## src/rtl/seven_seg_pkg.sv

```systemverilog
// Shared 7-segment definitions: segment patterns {A..G}, blank digit code and
// the capture FSM state type. Also used by the BCD->7seg encoder.
package seven_seg_pkg;

    localparam logic [6:0] SEG_0     = 7'b1111110;
    localparam logic [6:0] SEG_1     = 7'b0110000;
    localparam logic [6:0] SEG_2     = 7'b1101101;
    localparam logic [6:0] SEG_3     = 7'b1111001;
    localparam logic [6:0] SEG_4     = 7'b0110011;
    localparam logic [6:0] SEG_5     = 7'b1011011;
    localparam logic [6:0] SEG_6     = 7'b1011111;
    localparam logic [6:0] SEG_7     = 7'b1110010;
    localparam logic [6:0] SEG_8     = 7'b1111111;
    localparam logic [6:0] SEG_9     = 7'b1111011;
    localparam logic [6:0] SEG_BLANK = 7'b0000000;

    localparam logic [3:0] DIGIT_BLANK = 4'hF;

    typedef enum logic [1:0] {
        SEEK    = 2'd0,
        SETTLE  = 2'd1,
        CAPTURE = 2'd2,
        HOLD    = 2'd3
    } cap_state_e;

endpackage

```

## src/rtl/seg_pattern_decode.sv

```systemverilog
// Combinational 7-segment pattern to BCD decoder. Unknown patterns report
// DIGIT_BLANK with invalid set; the all-off pattern reports a blank position.
module seg_pattern_decode
    import seven_seg_pkg::*;
(
    input  logic [6:0] seg,
    output logic [3:0] digit,
    output logic       blank,
    output logic       invalid
);

    always_comb begin
        digit   = DIGIT_BLANK;
        blank   = 1'b0;
        invalid = 1'b0;
        case (seg)
            SEG_0:     digit = 4'd0;
            SEG_1:     digit = 4'd1;
            SEG_2:     digit = 4'd2;
            SEG_3:     digit = 4'd3;
            SEG_4:     digit = 4'd4;
            SEG_5:     digit = 4'd5;
            SEG_6:     digit = 4'd6;
            SEG_7:     digit = 4'd7;
            SEG_8:     digit = 4'd8;
            SEG_9:     digit = 4'd9;
            SEG_BLANK: blank = 1'b1;
            default:   invalid = 1'b1;
        endcase
    end

endmodule

```

## src/rtl/seven_segment_capture.sv

```systemverilog
// Receive side of the multiplexed 7-segment link: synchronizes the bus, waits for
// it to settle, decodes each strobed position and publishes complete frames.
module seven_segment_capture
    import seven_seg_pkg::*;
#(
    parameter int N_DIGITS    = 4,
    parameter int STABLE_CYC  = 8,
    parameter int SYNC_STAGES = 2,
    parameter int TIMEOUT_CYC = 1000000
) (
    input  logic                  clk,
    input  logic                  rst_n,
    input  logic [6:0]            SEG_IN,
    input  logic [N_DIGITS-1:0]   DIG_SEL,
    input  logic                  CLR_ERR,
    output logic [4*N_DIGITS-1:0] BCD_OUT,
    output logic [N_DIGITS-1:0]   BLANK_OUT,
    output logic                  FRAME_VALID,
    output logic                  FRAME_ERR,
    output logic                  SEL_ERR,
    output logic                  ERR_STICKY,
    output logic                  STALE
);

    localparam int BUS_W  = N_DIGITS + 7;
    localparam int CNT_W  = $clog2(STABLE_CYC + 1);
    localparam int IDLE_W = $clog2(TIMEOUT_CYC + 1);
    localparam logic [CNT_W-1:0]  CNT_MAX  = CNT_W'(STABLE_CYC);
    localparam logic [IDLE_W-1:0] IDLE_MAX = IDLE_W'(TIMEOUT_CYC);

    logic [SYNC_STAGES-1:0][BUS_W-1:0] sync_reg;
    logic [BUS_W-1:0]                  bus_sync;
    logic [BUS_W-1:0]                  prev_reg;
    logic                              changed;

    logic [CNT_W-1:0]  cnt_reg, cnt_next;
    logic [IDLE_W-1:0] idle_reg, idle_next;
    cap_state_e        state_reg, state_next;
    logic              capture;

    logic [N_DIGITS-1:0] cap_sel;
    logic [6:0]          cap_seg;
    logic                sel_multi, sel_onehot;
    logic [N_DIGITS-1:0] slot_we;
    logic [3:0]          dec_digit;
    logic                dec_blank, dec_invalid;

    logic [N_DIGITS-1:0][3:0] digit_reg, digit_next;
    logic [N_DIGITS-1:0]      blank_reg, blank_next;
    logic [N_DIGITS-1:0]      inv_reg, inv_next;
    logic [N_DIGITS-1:0]      seen_reg, seen_next;
    logic                     frame_done, new_err;

    logic [4*N_DIGITS-1:0] bcd_out_reg;
    logic [N_DIGITS-1:0]   blank_out_reg;
    logic                  frame_valid_reg, frame_err_reg, sel_err_reg;
    logic                  sticky_reg, stale_reg;

    assign bus_sync = sync_reg[SYNC_STAGES-1];
    assign changed  = (bus_sync != prev_reg);

    always_comb begin
        cnt_next = cnt_reg;
        if (changed) begin
            cnt_next = CNT_W'(1);
        end else if (cnt_reg < CNT_MAX) begin
            cnt_next = cnt_reg + CNT_W'(1);
        end
    end

    always_comb begin
        state_next = state_reg;
        capture    = 1'b0;
        case (state_reg)
            SEEK:   if (changed) state_next = SETTLE;
            SETTLE: if (!changed && cnt_next == CNT_MAX) state_next = CAPTURE;
            CAPTURE: begin
                capture    = 1'b1;
                state_next = changed ? SETTLE : HOLD;
            end
            HOLD:   if (changed) state_next = SETTLE;
            default: state_next = SEEK;
        endcase
    end

    // prev_reg holds the value that has been stable through SETTLE, so capture
    // uses it even if the bus starts moving again in the CAPTURE cycle.
    assign cap_sel    = prev_reg[BUS_W-1:7];
    assign cap_seg    = prev_reg[6:0];
    assign sel_multi  = |(cap_sel & (cap_sel - N_DIGITS'(1)));
    assign sel_onehot = (cap_sel != '0) && !sel_multi;

    seg_pattern_decode u_decode (
        .seg     (cap_seg),
        .digit   (dec_digit),
        .blank   (dec_blank),
        .invalid (dec_invalid)
    );

    generate
        for (genvar gi = 0; gi < N_DIGITS; gi++) begin : g_slot_we
            assign slot_we[gi] = capture && sel_onehot && cap_sel[gi];
        end
    endgenerate

    always_comb begin
        digit_next = digit_reg;
        blank_next = blank_reg;
        inv_next   = inv_reg;
        seen_next  = seen_reg;
        for (int i = 0; i < N_DIGITS; i++) begin
            if (slot_we[i]) begin
                digit_next[i] = dec_digit;
                blank_next[i] = dec_blank;
                inv_next[i]   = dec_invalid;
                seen_next[i]  = 1'b1;
            end
        end
    end

    assign frame_done = &seen_next;
    assign new_err    = (frame_done && |inv_next) || (capture && sel_multi);

    always_comb begin
        idle_next = idle_reg;
        if (capture) begin
            idle_next = '0;
        end else if (idle_reg < IDLE_MAX) begin
            idle_next = idle_reg + IDLE_W'(1);
        end
    end

    always_ff @(posedge clk or negedge rst_n) begin
        if (!rst_n) begin
            sync_reg        <= '0;
            prev_reg        <= '0;
            cnt_reg         <= '0;
            idle_reg        <= '0;
            state_reg       <= SEEK;
            digit_reg       <= '0;
            blank_reg       <= '0;
            inv_reg         <= '0;
            seen_reg        <= '0;
            bcd_out_reg     <= '0;
            blank_out_reg   <= '0;
            frame_valid_reg <= 1'b0;
            frame_err_reg   <= 1'b0;
            sel_err_reg     <= 1'b0;
            sticky_reg      <= 1'b0;
            stale_reg       <= 1'b0;
        end else begin
            sync_reg[0] <= {DIG_SEL, SEG_IN};
            for (int s = 1; s < SYNC_STAGES; s++) begin
                sync_reg[s] <= sync_reg[s-1];
            end
            prev_reg  <= bus_sync;
            cnt_reg   <= cnt_next;
            idle_reg  <= idle_next;
            state_reg <= state_next;
            digit_reg <= digit_next;
            blank_reg <= blank_next;
            // The completing capture publishes the frame and starts an empty one.
            if (frame_done) begin
                seen_reg      <= '0;
                inv_reg       <= '0;
                bcd_out_reg   <= digit_next;
                blank_out_reg <= blank_next;
            end else begin
                seen_reg <= seen_next;
                inv_reg  <= inv_next;
            end
            frame_valid_reg <= frame_done;
            frame_err_reg   <= frame_done && |inv_next;
            sel_err_reg     <= capture && sel_multi;
            if (new_err) begin
                sticky_reg <= 1'b1;
            end else if (CLR_ERR) begin
                sticky_reg <= 1'b0;
            end
            stale_reg <= (idle_next == IDLE_MAX);
        end
    end

    assign BCD_OUT     = bcd_out_reg;
    assign BLANK_OUT   = blank_out_reg;
    assign FRAME_VALID = frame_valid_reg;
    assign FRAME_ERR   = frame_err_reg;
    assign SEL_ERR     = sel_err_reg;
    assign ERR_STICKY  = sticky_reg;
    assign STALE       = stale_reg;

endmodule

```

## config.mk

```make
export PLATFORM = sky130hd
export DESIGN_NAME = seven_segment_capture
export DESIGN_NICKNAME = d
export VERILOG_FILES = /design/src/rtl/seven_seg_pkg.sv /design/src/rtl/seg_pattern_decode.sv /design/src/rtl/seven_segment_capture.sv
export SDC_FILE = /design/constraint.sdc
export NUM_CORES = 1
export LEC_CHECK = 0
export ABC_AREA = 1
export BUFFER_PORTS_ARGS = -buffer_cell sky130_fd_sc_hd__buf_4
export CAP_MARGIN = 20
export CORE_MARGIN = 2
export CORE_UTILIZATION = 57
export CTS_CLUSTER_DIAMETER = 200
export CTS_CLUSTER_SIZE = 30
export DETAILED_ROUTE_END_ITERATION = 10
export MAX_ROUTING_LAYER = met4
export PLACE_DENSITY = 0.76
export SYNTH_ARGS = -nofsm -noshare
export SYNTH_HDL_FRONTEND = slang
export SYNTH_SLANG_ARGS = --single-unit
export TNS_END_PERCENT = 50
```

## constraint.sdc

```tcl
create_clock -name clk -period 6.05 [get_ports clk]
set_input_delay 1.21 -clock clk [delete_from_list [all_inputs] [get_ports clk]]
set_output_delay 1.21 -clock clk [all_outputs]
set_load 0.02 [all_outputs]
```

* After elaboration in Yosys (flattened, before gate mapping)
Index checks and enable logic that the tools add are counted.
** Storage, ports and cells
- Register bits :: 112
- Input bits :: 14
- Output and inout bits :: 25
- Logic and storage cells :: 98
** Cells by class
- Add/sub/neg operators :: 3
- Order comparisons :: 2
- Equality and inequality tests :: 18
- Muxes and demuxes :: 32
- Bitwise logic cells :: 1
- Reduce and logical (&&, ||, !) cells :: 22
** Operators with widths (number)
- == test 7 bit (second input constant) :: 8
- 2-to-1 mux 20 bit :: 2
- one-hot mux 4 bit (10 select lines) :: 1
- 2-to-1 mux 4 bit :: 8
- adder 20 x 1 -> 20 bit (second input constant) :: 1
- == test 20 bit (second input constant) :: 1
- less-than comparator 20 bit (second input constant) :: 1
- 2-to-1 mux 1 bit :: 17
- == test 7 x 6 -> 1 bit (second input constant) :: 2
- inequality test 11 bit :: 1
- OR reduction 11 bit :: 1
- logical AND 1 bit :: 9
- OR reduction 4 bit :: 2
- logical NOT 7 bit :: 1
- 2-to-1 mux 2 bit :: 3
- one-hot mux 2 bit (3 select lines) :: 1
- adder 4 x 1 -> 4 bit (second input constant) :: 1
- AND 4 bit :: 1
- == test 2 bit (second input constant) :: 2
- == test 4 bit (second input constant) :: 1
- less-than comparator 4 bit (second input constant) :: 1
- AND reduction 4 bit :: 1
- nonzero test 4 bit :: 1
- subtractor 4 x 1 -> 4 bit (second input constant) :: 1
- other kinds (9) :: 10

* Logic depth before layout (Yosys ltp)
- Depth in word-level cells :: 12
- Depth in mapped cells :: 15
- Depth with buffers taken out :: 14

* Hierarchy
A second synthesis with hierarchy kept.
** Unflattened totals
- Cells, all modules :: 621
- Area total of the unflattened synthesis :: 5134.9 sq um
** Modules (own cells, without submodules)
- seven_segment_capture :: times used 1, cells each 559, area each 4862.2 sq um, sequential area each 2802.7 sq um
- seg_pattern_decode :: times used 1, cells each 62, area each 272.8 sq um, sequential area each 0.0 sq um

* Worst setup path before layout
No wires, ideal clock.
- Kind :: reg-to-reg
- Start :: register state_reg[0]
- End :: register bcd_out_reg[4], in the netlist BCD_OUT[4]
- Library setup time :: 0.118 ns
- Arrival :: 1.888 ns
- Data required time :: 5.932 ns
- Setup slack :: 4.045 ns
- Stages on the path, launching flop included :: 16
- Buffers on the path :: 2
- Clock period less this slack :: 2.005 ns
- Path through :: dfrtp_1 -> inv_1 -> ha_1 -> buf_2 -> inv_2 -> nor2_2 -> nand2_4 -> nor2_4 -> inv_4 -> nand2_4 -> nand2_4 -> nor2_4 -> inv_2 -> buf_2 -> nand2_1 -> nand2_1
** Between the ends
- Cells in the longest elaborated chain, start to end :: 6
- Elaborated cells between the ends (all ways) :: 13
- Classes of those cells :: eq/ne: 1; mux: 6; reduce/logical: 6
** RTL lines
- start, declared :: RTL line seven_segment_capture.sv:38 : cap_state_e state_reg, state_next;
- start signal, assigned :: RTL line seven_segment_capture.sv:159 : state_reg <= state_next;
- == test 2 bit (*) :: RTL line seven_segment_capture.sv:74 : case (state_reg)
- 2-to-1 mux 1 bit (*) :: RTL line seven_segment_capture.sv:74
- logical AND 1 bit (*) :: RTL line seven_segment_capture.sv:102 : assign slot_we[gi] = capture && sel_onehot && cap_sel[gi];
- logical AND 1 bit :: RTL line seven_segment_capture.sv:102
- 2-to-1 mux 1 bit :: RTL line seven_segment_capture.sv:112 : if (slot_we[i]) begin
- AND reduction 4 bit :: RTL line seven_segment_capture.sv:121 : assign frame_done = &seen_next;
- end signal, assigned :: RTL line seven_segment_capture.sv:166 : bcd_out_reg <= digit_next;
- end, declared :: RTL line seven_segment_capture.sv:54 : logic [4*N_DIGITS-1:0] bcd_out_reg;
Every way passes the cells marked *; elsewhere a longest branch is shown, timed or not.
A chain may end at the register's enable or synchronous reset.

* Worst setup path in the final report
- Start :: register state_reg[0]
- End :: register bcd_out_reg[8], in the netlist BCD_OUT[8]
The elaborated chain is that of the path after synthesis.

==> summary by stage <==
Run status
The flow ran to the end, and the final reports show no timing, DRC or antenna violations.

Cells and area
The number of antenna diodes in the final layout is 0. The count of nets after finishing is 646. Relative to the synthesized area, the layout overhead comes to 10.3%. The utilization after layout is 0.652.

The fraction of final layout cells sized beyond drive strength 1 is 0.172. The layout has 741 filler cells. The flip-flop count of the largest register, all copies and words added is 20.

Yosys
Counting distinct cell types in the post-synthesis netlist gives 35. The post-synthesis instance total is 587. Of the total synthesized cell area, the portion taken by full adders, half adders and majority gates is 0.00961. Summing every instance area after synthesis gives 0.00521 mm2. The dominant combinational cell family by area after synthesis is simple AND/OR/NAND/NOR gates.

The share of synthesized registers carrying an async set or reset is 1.00. Of the total synthesized cell area, the portion taken by XOR and XNOR cells is 0.0404. Of the total synthesized cell area, the portion taken by AND, OR, NAND and NOR gates is 0.306. For this run, the register share of the synthesized area comes to 0.538. The share of the synthesized area in compound gates (AO/OA/AOI/OAI) is 0.0420. The commonest register cell after synthesis is dfrtp_1. Yosys mapped a number of flops with a built-in enable equal to 0. The synthesized netlist net count is 605. The yosys synthesis warning count is 0. A synthesized cell averages 8.87 um2.

The multiplexer area fraction after synthesis is 0. In this run, synthesis produced a sequential element count of 112.

Hold path
In this run the most critical hold path is launched from sync_reg[5]. Along the worst hold path, the cell count comes to 0. The path with the worst hold slack has its endpoint at bus_sync[5]. The tightest min-delay check is of the reg -> reg type.

Power and ir drop
The leakage power summed over all cells is 2.92 nW. The worst-case IR drop observed on VDD is 0.213 mV. For this design the ratio of total power to cell area is 344 mW/mm2. The post-route total power is 1.98 mW.

Floorplan
The top-level port count is 39. The die area is 0.00992 mm2. The die height is 99.6 um. The starting utilization of the core area is 0.591.

The core footprint is 0.00881 mm2. The die is 99.6 um wide. The number of cell rows is 34.

Global routing
The combined global-route utilization of all metal layers is 0.218. The first global-routing pass estimated 16,800 um of wire. The number of antenna violations at the first check in global routing is 0. The via count of the first global-routing pass is 3,677.

Entering global routing, the biggest net connects 58 pins. The final global-route overflow total is 0.

Critical path
By startpoint and endpoint, the worst setup path is classified as reg -> reg. The setup slack on the worst flop-to-flop path is 2.81 ns. The startpoint class of the critical path is a flip-flop. The terminus of the critical flop-to-flop path is BCD_OUT[8]. The worst register-to-register path has a depth of 13. Data on the critical path is required at its endpoint by 6.31 ns. The arrival time at the worst endpoint is 3.50 ns. Of all nets on the critical path, the largest fanout is 29. The startpoint of the lowest-slack register-to-register path is state_reg[0]. The endpoint kind of the worst setup timing path is a flip-flop.

Clocking
The count of cells resized by post-cts repair is 0. The clock insertion delay at the later pin of the skew report is 0.37 ns. Clock-pin slew was measured on the worst setup and hold paths at 0.10 ns. TritonCTS built the clock tree. The number of hold buffers added after cts is 0.

The clock tree synthesis step divided the H-tree into 3 levels. The number of buffers created by CTS is 9. The cell sitting at the root of the clock tree is a clkbuf_8. After clock tree synthesis, the setup repair step added 0 buffers. The count of clock tree sinks is 112. The worst-case clock buffer depth is 2.

Detailed routing
The final routed DRC violation total is 0. Wires add up to 9570 um. The residual antenna-violating net count after detailed routing is 0.

The initial DRC count is 158. Summing over every cut layer, the via total after detailed routing is 3,786. The average via count per standard cell is 5.11. The first-pass iteration count of the detailed router is 4.

After detailed routing, the average wire length per cell comes to 12.9 um.

Timing
After layout, the worst setup slack is 2.81 ns. At the pin with the least slew margin, the transition time is 0.844 ns. The number of setup violations in the final report is 0. The post-route setup TNS is 0 ns.

Based on the critical path, the design can be clocked at up to 0.309 GHz. The final period utilization is 0.536. The max-slew headroom at the worst pin is 0.436. The number of pins exceeding their max-slew limit in the final report is 0. Setup repair after global routing left no endpoint under its margin.

The hold violation total from the final report is 0. The setup clock skew after layout is 0.0153 ns. Counting I/O delays and the setup requirement, the final critical path takes 3.24 ns.

Placed design
Routability-driven placement finished with a final weighted congestion of 0.900. The count of buffers inserted at the top-level ports is 38. Timing analysis after detailed placement gives a worst setup slack of 2.81 ns. Detailed placement ended at an HPWL of 6950 um.

Run
The number of maximum-capacitance violations is 0.
-- report_power, final --
part           switching, mW  internal, mW
Combinational          0.316         0.238
Sequential            0.0753         0.900
Clock                  0.254         0.196
Total                  0.645          1.33
-- kinds of logic (layout without fill, tap and decap cells) --
logic type      Yosys count  in the layout
compound gates           36             36
xor+xnor                 24             24
fa+ha+maj                 4              4
buf+inv                  72            118
flops                   112            112
simple gates            339            339
-- through the flow --
stage                     std cells  cell area, um2  hold slack (ns)
after CTS                       741            5750            0.360
after global routing            741            5750            0.364
after global placement          725            5540            0.333
after floorplan                 587            5210            0.331
after detailed placement        725            5540            0.338
final                           741            5750            0.358
-- final cells by class --
cell class,instances,area (um2),share of cell area
clock inverter,7,77.6,0.0135
sequential,112,2800,0.488
inverter,63,239,0.0416
tap,108,135,0.0235
multi-input combinational,403,2070,0.361
timing repair buffer,39,293,0.0510
clock buffer,9,124,0.0216
-- critical path: stages, from the launching register on --
cell	delay (ns)
dfrtp_1	0.41
inv_1	0.07
ha_1	0.37
inv_2	0.22
nor2_2	0.27
nand2_4	0.10
nor2_4	0.19
inv_2	0.12
nand2_4	0.08
nand2_4	0.05
nor2_4	0.66
inv_2	0.36
nand2_1	0.15
nand2_1	0.06
-- cell usage after synthesis (3+ instances only) --
library cell	count	area [um2]
a21oi_1	7	35.0
a21oi_2	4	35.0
and2_1	13	81.3
buf_12	3	60.1
buf_2	4	20.0
dfrtp_1	112	2800
ha_1	4	50.1
inv_1	56	210
inv_2	6	22.5
nand2_1	154	578
nand2_2	10	62.6
nand2_4	4	45.0
nand3_1	62	310
nand3_2	7	70.1
nand4_1	5	31.3
nor2_1	51	191
nor2_4	3	33.8
nor3_1	9	45.0
o21ai_0	16	80.1
or2_2	13	81.3
or2_4	3	26.3
xnor2_1	14	123
xor2_1	10	87.6
-- how the worst max path moves through the flow --
stage,start,end,slack (ns),cells past startpoint
floorplan,state_reg[0],BCD_OUT[4],4.04,15
global placement,state_reg[0],BCD_OUT[8],2.94,13
detailed placement,state_reg[0],BCD_OUT[1],2.81,13
CTS,state_reg[0],BCD_OUT[8],2.78,13
global route,state_reg[0],BCD_OUT[8],2.42,13
finish,state_reg[0],BCD_OUT[8],2.81,13
-- metal layers --
metal	vias up	routed length, um	track usage
li1	1931	-	-
met1	1788	4640	0.297
met2	57	4550	0.341
met3	10	287	0.0337
met4	0	88	0.0674
met5	-	0	-
-- cells in the final DEF, fill, tap and decap left out, types with 2 or more instances in the layout --
master	instances
nand4_1	5
buf_4	39
nand3_1	62
clkinv_2	2
nand2_1	154
a21oi_2	4
xor2_1	10
inv_1	56
or2_4	3
xnor2_1	14
nand3_2	7
o211ai_1	2
ha_1	4
nor2_4	3
dfrtp_1	112
nor3_1	9
nor2_1	51
o21ai_0	16
a21oi_1	7
nand2_2	10
nand3b_1	2
o22ai_1	2
and2_1	13
o21ai_1	2
clkinv_4	2
o21bai_1	2
or2_2	13
nand2_4	4
inv_2	6
clkbuf_8	9
Note: power is estimated with default switching activity, not from simulation.
